--- src/rtl/melody_pkg.sv ---
// Shared note codes, tracker state type and a one-hot note decoder.
package melody_pkg;

    localparam logic [3:0] NOTE_C    = 4'd0;
    localparam logic [3:0] NOTE_CS   = 4'd1;
    localparam logic [3:0] NOTE_D    = 4'd2;
    localparam logic [3:0] NOTE_EB   = 4'd3;
    localparam logic [3:0] NOTE_E    = 4'd4;
    localparam logic [3:0] NOTE_F    = 4'd5;
    localparam logic [3:0] NOTE_FS   = 4'd6;
    localparam logic [3:0] NOTE_G    = 4'd7;
    localparam logic [3:0] NOTE_GS   = 4'd8;
    localparam logic [3:0] NOTE_A    = 4'd9;
    localparam logic [3:0] NOTE_BB   = 4'd10;
    localparam logic [3:0] NOTE_B    = 4'd11;
    localparam logic [3:0] NOTE_NONE = 4'd15;

    typedef enum logic [1:0] {
        IDLE  = 2'd0,
        TRACK = 2'd1,
        DONE  = 2'd2
    } mel_state_t;

    // Exactly one bit set gives its index; zero or several bits give NOTE_NONE.
    function automatic logic [3:0] onehot_to_note(input logic [11:0] oh);
        logic [3:0]  code;
        int unsigned hits;
        code = NOTE_NONE;
        hits = 0;
        for (int unsigned i = 0; i < 12; i++) begin
            if (oh[i]) begin
                code = 4'(i);
                hits++;
            end
        end
        return (hits == 1) ? code : NOTE_NONE;
    endfunction

endpackage

--- src/rtl/melody_tracker.sv ---
// One melody: its programmable note row, length, inter-note timer and tracking FSM.
module melody_tracker
    import melody_pkg::*;
#(
    parameter int MAX_LEN     = 16,
    parameter int TIMEOUT_CYC = 50_000_000,
    parameter int W_POS       = $clog2(MAX_LEN + 1),
    parameter int W_IDX       = $clog2(MAX_LEN)
) (
    input  logic             clk,
    input  logic             reset,
    input  logic             ev,
    input  logic [3:0]       note,
    input  logic             prog_we,
    input  logic [W_IDX-1:0] prog_idx,
    input  logic [3:0]       prog_note,
    input  logic             prog_last,
    input  logic             clear,
    output logic [W_POS-1:0] pos,
    output logic             recognized,
    output logic             match_pulse
);

    localparam int W_TMR = $clog2(TIMEOUT_CYC + 1);
    localparam logic [W_TMR-1:0] TMR_LAST = W_TMR'(TIMEOUT_CYC - 1);

    logic [3:0]       tbl [MAX_LEN];
    logic [W_POS-1:0] len;
    mel_state_t       state_q, state_d;
    logic [W_POS-1:0] pos_q, pos_d, pos_inc;
    logic [W_TMR-1:0] timer_q, timer_d;
    logic             pulse_q, pulse_d;
    logic [3:0]       exp_note;

    assign exp_note = tbl[pos_q[W_IDX-1:0]];
    assign pos_inc  = pos_q + W_POS'(1);

    // Melody row and length storage, written by the programming port.
    always_ff @(posedge clk or posedge reset) begin
        if (reset) begin
            tbl <= '{default: NOTE_NONE};
            len <= '0;
        end else if (prog_we) begin
            tbl[prog_idx] <= prog_note;
            if (prog_last)
                len <= W_POS'(prog_idx) + W_POS'(1);
        end
    end

    // FSM, position, timer and pulse registers.
    always_ff @(posedge clk or posedge reset) begin
        if (reset) begin
            state_q <= IDLE;
            pos_q   <= '0;
            timer_q <= '0;
            pulse_q <= 1'b0;
        end else begin
            state_q <= state_d;
            pos_q   <= pos_d;
            timer_q <= timer_d;
            pulse_q <= pulse_d;
        end
    end

    // Next-state logic: programming and clear override any event for this melody.
    always_comb begin
        state_d = state_q;
        pos_d   = pos_q;
        timer_d = timer_q;
        pulse_d = 1'b0;
        if (prog_we || clear) begin
            state_d = IDLE;
            pos_d   = '0;
            timer_d = '0;
        end else begin
            case (state_q)
                IDLE: begin
                    timer_d = '0;
                    if (ev && len != '0 && note == tbl[0]) begin
                        pos_d = W_POS'(1);
                        if (len == W_POS'(1)) begin
                            // A one-note melody completes on its first note.
                            state_d = DONE;
                            pulse_d = 1'b1;
                        end else begin
                            state_d = TRACK;
                        end
                    end
                end
                TRACK: begin
                    if (ev) begin
                        timer_d = '0;
                        if (note == exp_note) begin
                            pos_d = pos_inc;
                            if (pos_inc == len) begin
                                state_d = DONE;
                                pulse_d = 1'b1;
                            end
                        end else if (note == tbl[0]) begin
                            pos_d = W_POS'(1);
                        end else begin
                            state_d = IDLE;
                            pos_d   = '0;
                        end
                    end else if (timer_q == TMR_LAST) begin
                        state_d = IDLE;
                        pos_d   = '0;
                        timer_d = '0;
                    end else if (timer_q != '1) begin
                        timer_d = timer_q + W_TMR'(1);
                    end
                end
                DONE: begin
                    timer_d = '0;
                end
                default: begin
                    state_d = IDLE;
                    pos_d   = '0;
                    timer_d = '0;
                end
            endcase
        end
    end

    assign pos         = pos_q;
    assign recognized  = (state_q == DONE);
    assign match_pulse = pulse_q;

endmodule

--- src/rtl/melody_matcher.sv ---
// Runtime-programmable melody recogniser: N_MEL independent trackers on one note stream.
module melody_matcher
    import melody_pkg::*;
#(
    parameter int N_MEL       = 3,
    parameter int MAX_LEN     = 16,
    parameter int TIMEOUT_CYC = 50_000_000,
    parameter int W_POS       = $clog2(MAX_LEN + 1)
) (
    input  logic                       clk,
    input  logic                       reset,
    input  logic                       note_valid,
    input  logic [3:0]                 note,
    input  logic                       prog_we,
    input  logic [$clog2(N_MEL)-1:0]   prog_mel,
    input  logic [$clog2(MAX_LEN)-1:0] prog_idx,
    input  logic [3:0]                 prog_note,
    input  logic                       prog_last,
    input  logic [N_MEL-1:0]           clear,
    output logic [N_MEL*W_POS-1:0]     pos,
    output logic [N_MEL-1:0]           recognized,
    output logic [N_MEL-1:0]           match_pulse
);

    localparam int W_MEL = $clog2(N_MEL);

    logic ev;

    // NONE and illegal codes 12..14 are not events at all.
    assign ev = note_valid && (note <= NOTE_B);

    for (genvar m = 0; m < N_MEL; m++) begin : g_mel
        logic we_m;
        // Writes addressed beyond N_MEL match no tracker and are dropped.
        assign we_m = prog_we && (prog_mel == W_MEL'(m));

        melody_tracker #(
            .MAX_LEN    (MAX_LEN),
            .TIMEOUT_CYC(TIMEOUT_CYC),
            .W_POS      (W_POS),
            .W_IDX      ($clog2(MAX_LEN))
        ) u_trk (
            .clk        (clk),
            .reset      (reset),
            .ev         (ev),
            .note       (note),
            .prog_we    (we_m),
            .prog_idx   (prog_idx),
            .prog_note  (prog_note),
            .prog_last  (prog_last),
            .clear      (clear[m]),
            .pos        (pos[m*W_POS +: W_POS]),
            .recognized (recognized[m]),
            .match_pulse(match_pulse[m])
        );
    end

endmodule
--- config.mk ---
export PLATFORM = sky130hd
export DESIGN_NAME = melody_matcher
export DESIGN_NICKNAME = d
export VERILOG_FILES = /design/src/rtl/melody_pkg.sv /design/src/rtl/melody_tracker.sv /design/src/rtl/melody_matcher.sv
export SDC_FILE = /design/constraint.sdc
export NUM_CORES = 1
export LEC_CHECK = 0
export BUFFER_PORTS_ARGS = -buffer_cell sky130_fd_sc_hd__buf_4
export CAP_MARGIN = 20
export CELL_PAD_IN_SITES_DETAIL_PLACEMENT = 1
export CELL_PAD_IN_SITES_GLOBAL_PLACEMENT = 1
export CORE_MARGIN = 2
export CORE_UTILIZATION = 50
export CTS_BUF_LIST = sky130_fd_sc_hd__clkbuf_16
export CTS_CLUSTER_DIAMETER = 120
export DETAILED_ROUTE_END_ITERATION = 8
export PLACE_DENSITY_LB_ADDON = 0.2
export SYNTH_ARGS = -nofsm -noshare
export SYNTH_HDL_FRONTEND = slang
export SYNTH_SLANG_ARGS = --single-unit
--- constraint.sdc ---
create_clock -name clk -period 11.7 [get_ports clk]
set_input_delay 1.755 -clock clk [delete_from_list [all_inputs] [get_ports clk]]
set_output_delay 1.755 -clock clk [all_outputs]
set_load 0.05 [all_outputs]
After elaboration in Yosys (flattened, before gate mapping). Cells that the tools add are included. Widths: inputs -> output; s select.

Equal/unequal tests: 44. Bitwise gates (word level): 4. Reductions and logical operators: 30. Multiplexer cells: 98. $add $sub $neg: 7. Magnitude comparators: 6.

Operators with widths (count): $mux 26 (15); $bwmux 64 (3); $add 26x1->26 const B (3); $eq 26x26->1 const B (3); $ne 26x26->1 const B (3); $mux 5 (15); $bmux 4 s4 (3); $mux 2 (24); $pmux 5 s3 (3); $mux 4 (7); $eq 4x4->1 (6); $mux 1 (21); $ge 5x5->1 const B (4); $ne 5x4->1 const B (4); $not 4->5 (4); $pmux 2 s3 (3); $demux 4 s4 (1); $add 5x1->5 const B (3); $eq 5x1->1 const B (3); $eq 5x5->1 (3); $reduce_and 5->1 (3); $reduce_bool 5->1 (3); $logic_and 1x1->1 (11); $ne 5x2->1 const B (2); 16 further kinds (39).

Word-level logic and storage cells: 252. Bits of input ports: 22. Flip-flop bits (word level): 309. Output and inout port bits: 21.

Depth between registers and ports, before layout.
Word-level depth: 9. Gate-level depth with buffers: 10. Depth with buffers taken out: 8.

Modules after synthesis. A second synthesis with hierarchy kept.

Cell total of the unflattened synthesis: 1410. Area total of the unflattened synthesis: 16537.1 sq um.

By module, submodules not included: melody_tracker (g_mel[0].u_trk ...) (cells each 457, area an instance 5454.0 sq um, instances 2, sequential area each 2657.5 sq um); melody_tracker (g_mel[2].u_trk) (cells each 492, area an instance 5591.6 sq um, instances 1, sequential area each 2657.5 sq um); melody_matcher (cells each 4, area an instance 37.5 sq um, instances 1, sequential area each 0.0 sq um).

Worst setup path after synthesis. OpenSTA, ideal clock, no wires.

Kind: input-to-reg. Start: in note[3]. End: reg g_mel[1].u_trk.state_q[0]. Library setup time: 87 ps. Data arrival time: 3673 ps. Required time: 11613 ps. Cell stages on the path: 8. Slack: 7941 ps. Path buffers: 1. Cells stage by stage: buf_1 xnor2_1 nand4_1 o31ai_1 nand2_1 or4_1 or3b_1 o211ai_1.

Word-level cells in the longest chain between the ends: 6. Elaborated cells between the ends (all ways): 15. Those cells by class: order compare (1); eq/ne (6); mux (4); reduce/logical (4).

RTL lines: start, declared (line melody_matcher.sv:13) `input logic [3:0] note,`; $le 4x4->1 (line melody_matcher.sv:30) `assign ev = note_valid && (note <= NOTE_B);`; $logic_and 1x1->1 (line melody_matcher.sv:30); $logic_and 1x1->1 (2 in a row) (line melody_tracker.sv:79) `if (ev && len != '0 && note == tbl[0]) begin`; $ne 3x1->1 (no source line); $reduce_and 5->1 (no source line); end signal, assigned (line melody_tracker.sv:58) `state_q <= state_d;`; end, declared (line melody_tracker.sv:29) `mel_state_t state_q, state_d;`.

Several ways; a longest one is shown, not always the timed one. A chain may end at the register's enable or synchronous reset.

Final worst setup path.
Start: in note[2]. End: reg g_mel[1].u_trk.state_q[0].

Same word-level chain as after synthesis.

==> impl_metrics.csv <==
group,metric,value,unit
status,status,"completed",
routing,drt-pass1-iter-count,4,
final_layout,fin_nets,1416,
power_and_ir_drop,powerDensity,162,nW/um^2
timing,tightest_slew,1060,ps
floorplanning,die_width,184,um
critical_path,critical_path_required,12130,ps
critical_path,crit_type,"in2reg",
timing,period_share,33.3,%
placed_design,place_congestion,0.825,
timing,rsz0062_at_grt,"no",
logic_synthesis,ys_types,77,
timing,max_freq,257,MHz
placed_design,dpl_cell_area,16700,um^2
logic_synthesis,ys_top_cells_by_area,"dfstp_2 (31%), dfrtp_1 (18%), mux2_2 (14%)",
clocking,clkLatencyLatePin,520,ps
clocking,clock-sinks,309,
routing,num_vias,10900,
logic_synthesis,yosysTopAreaCell,"dfstp_2",
logic_synthesis,synthSimpleGateAreaFrac,13.8,%
clocking,cts.path.max_buffers,3,
logic_synthesis,yosys_register_bits,309,
timing,finalSetupTns,0,ps
timing,hold_ws,533,ps
timing,relSlewSlack,29.2,%
logic_synthesis,synth_fa_ha_area_share,0.776,%
clocking,cts_resized,0,
clocking,cts_buffers,36,
final_layout,final_area,17900,um^2
final_layout,fillers,3219,
floorplanning,die_area,33700,um^2
routing,vias_per_cell,6.02,
power_and_ir_drop,internal_power,2.17,mW
logic_synthesis,avgSynthCellArea,11.7,um^2
logic_synthesis,synth_most_common_cell,"mux2_2",
critical_path,crit_chain,"buf_4 > a21boi_1 > nand2b_1 > o31ai_1 > nand2_1 > or4_1 > or3b_1 > o211ai_1",
timing,drv_slew,0,
timing,fin_skew,13.7,ps
timing,finalSetupViolCount,0,
critical_path,critPathSlowestCell,"a21boi_1",
power_and_ir_drop,ir_drop,89.5,uV
logic_synthesis,synth_top_family_by_area,"multiplexers",
logic_synthesis,synth_edf_count,0,
critical_path,start_kind,"input port",
logic_synthesis,synth_compound_gate_area_share,5.73,%
floorplanning,rows,65,
global_routing,gr-total-overflow,0,
final_layout,multiInputGateArea,7730,um^2
logic_synthesis,synth_common_cells,"mux2_2 (199), dfstp_2 (192), nor2_1 (130), dfrtp_1 (117), nand2_1 (86)",
clocking,cts_setup_buffers,0,
logic_synthesis,yosys_most_used_dff,"dfstp_2",
run,maxCapViolations,0,
power_and_ir_drop,power.share.combinational,13.9,%
power_and_ir_drop,switching_share,25.3,%
placed_design,port_buffers,42,
logic_synthesis,synth_area,16100,um^2
logic_synthesis,synth_top_area_share,31.3,%
routing,drt_iter0_drc,521,
timing,hold_violations,0,
power_and_ir_drop,power_frac_seq,45.0,%
routing,wl,39900,um
clocking,h-tree-depth,2,
timing,setup_slack,7800,ps
global_routing,grt_pass1_wl,65200,um
logic_synthesis,synth_nets,1408,
clocking,clkTransAtPathRegs,60,ps
global_routing,antenna_found_initial,0,
placed_design,dp_hpwl,26800,um
clocking,cts_tree,"built",
critical_path,cp_max_fo,15,
critical_path,arrival,4330,ps
logic_synthesis,seq_area_frac_synth,49.4,%
floorplanning,start_util,51.0,%
power_and_ir_drop,leakagePower,7.14,nW
global_routing,grt_max_degree,200,
final_layout,antenna_cells,0,
final_layout,layout-drive-gt1-share,38.5,%
floorplanning,die-height,184,um
critical_path,max_stage_delay,510,ps
global_routing,grt_pass1_vias,11600,
logic_synthesis,synth_mux_area_share,21.8,%
placed_design,dp_slack,7340,ps
logic_synthesis,synthArstFlopShare,100,%
routing,wire_per_inst,22.0,um
routing,drc,0,
final_layout,syn_to_final_growth,11.1,%
logic_synthesis,netlist_instances,1376,
floorplanning,io_pins,43,
clocking,cts_hold_buffers,0,
floorplanning,core,31600,um^2
hold_path,hp-class,"reg2reg",
final_layout,regArea,7970,um^2
power_and_ir_drop,clkPwrFrac,41.1,%
power_and_ir_drop,switching_power,0.736,mW
logic_synthesis,ys_warn_count,0,
global_routing,grt.total_usage,24.5,%
clocking,ctsRootBufferMaster,"clkbuf_16",
routing,ant_nets,0,
logic_synthesis,synth_xor_xnor_area_share,5.87,%
critical_path,end_kind,"flop",
timing,min_period,3900,ps
-- power groups by stage --
stage | logic, mW | clock network (mW) | registers (mW)
2_1_floorplan | 0.314 | 0 | 1.30
5_1_grt | 0.441 | 1.27 | 1.33
3_5_place_dp | 0.404 | 0 | 1.33
6_report | 0.405 | 1.19 | 1.31
4_1_cts | 0.409 | 1.22 | 1.31
3_3_place_gp | 0.391 | 0 | 1.32
-- through the flow --
stage | power [mW] | instances | util, %
finish | 2.91 | 1813 | 56.6
global route | 3.03 | 1813 | 56.6
CTS | 2.94 | 1812 | 56.6
detailed placement | 1.73 | 1747 | 52.6
global placement | 1.71 | 1747 | 52.6
floorplan | 1.62 | 1376 | -
-- worst paths after layout --
kind	cells past startpoint	slack [ps]	from	end
setup / recovery	8	7800	note[2]	g_mel[1].u_trk.state_q[0]
setup reg to reg	8	8280	g_mel[0].u_trk.pos[0]	g_mel[0].u_trk.match_pulse
max in group asynchronous	3	8840	reset	g_mel[0].u_trk.pos[0]
hold reg to reg	2	530	g_mel[0].u_trk.len[3]	g_mel[0].u_trk.len[3]
hold / removal	2	530	g_mel[0].u_trk.len[3]	g_mel[0].u_trk.len[3]
min in group asynchronous	2	1350	reset	g_mel[0].u_trk.timer_q[15]
-- area by class of cell --
type,count,area share [%]
multi-input combinational,972,43.2
clock inverter,27,1.75
timing repair buffer,49,2.11
tap,402,2.81
inverter,16,0.377
sequential,309,44.5
clock buffer,38,5.31
-- layout by cell type (no fill, tap or decap), drive strengths merged, types with 4 or more instances in the layout --
cell	synthesis	layout
nor3b	5	5
or3	16	16
o21ai	39	39
mux2	199	199
and4	9	9
nand2b	7	7
o22ai	16	16
nor4b	7	7
mux2i	48	48
a21oi	22	22
nor2b	11	11
nand3	59	59
nand4	20	20
and2	6	6
clkinv	1	15
nand2	87	87
inv	15	20
xnor2	45	45
buf	26	48
mux4	34	34
dfstp	192	192
and3	15	15
o311ai	5	5
o211ai	7	7
bufinv	0	7
dfrtp	117	117
nor3	21	21
nor4	22	22
nor2	130	130
o2111ai	6	6
or2	4	4
xor2	63	63
or4	8	8
clkbuf	53	39
ha	10	10
nand3b	6	6
-- state kept, by name, indices dropped and copies added (netlist names) --
name,flops
g_mel.u_trk.match_pulse,3
g_mel.u_trk.tbl,192
g_mel.u_trk.timer_q,78
g_mel.u_trk.state_q,6
g_mel.u_trk.pos,15
g_mel.u_trk.len,15
-- logic make-up (layout without fill, tap and decap cells) --
group	count (synthesis)	in the layout
simple gates	440	440
xor+xnor	108	108
mux	281	281
fa+ha+maj	10	10
compound gates	133	133
flops	309	309
buf+inv	95	130
-- critical path: cells and delay by family --
family	cells	cell delay (ps)
buffers and inverters	1	200
AOI/OAI and AO/OA	3	940
and+or+nand+nor	4	1420
-- layer usage --
metal  track usage [%]  part of all wire [%]
met1              34.0                    46
met2              40.6                    49
met3              2.77                   2.5
met4              7.30                   2.7
met5                 0                     0
Power figures use the tool's default switching activity.
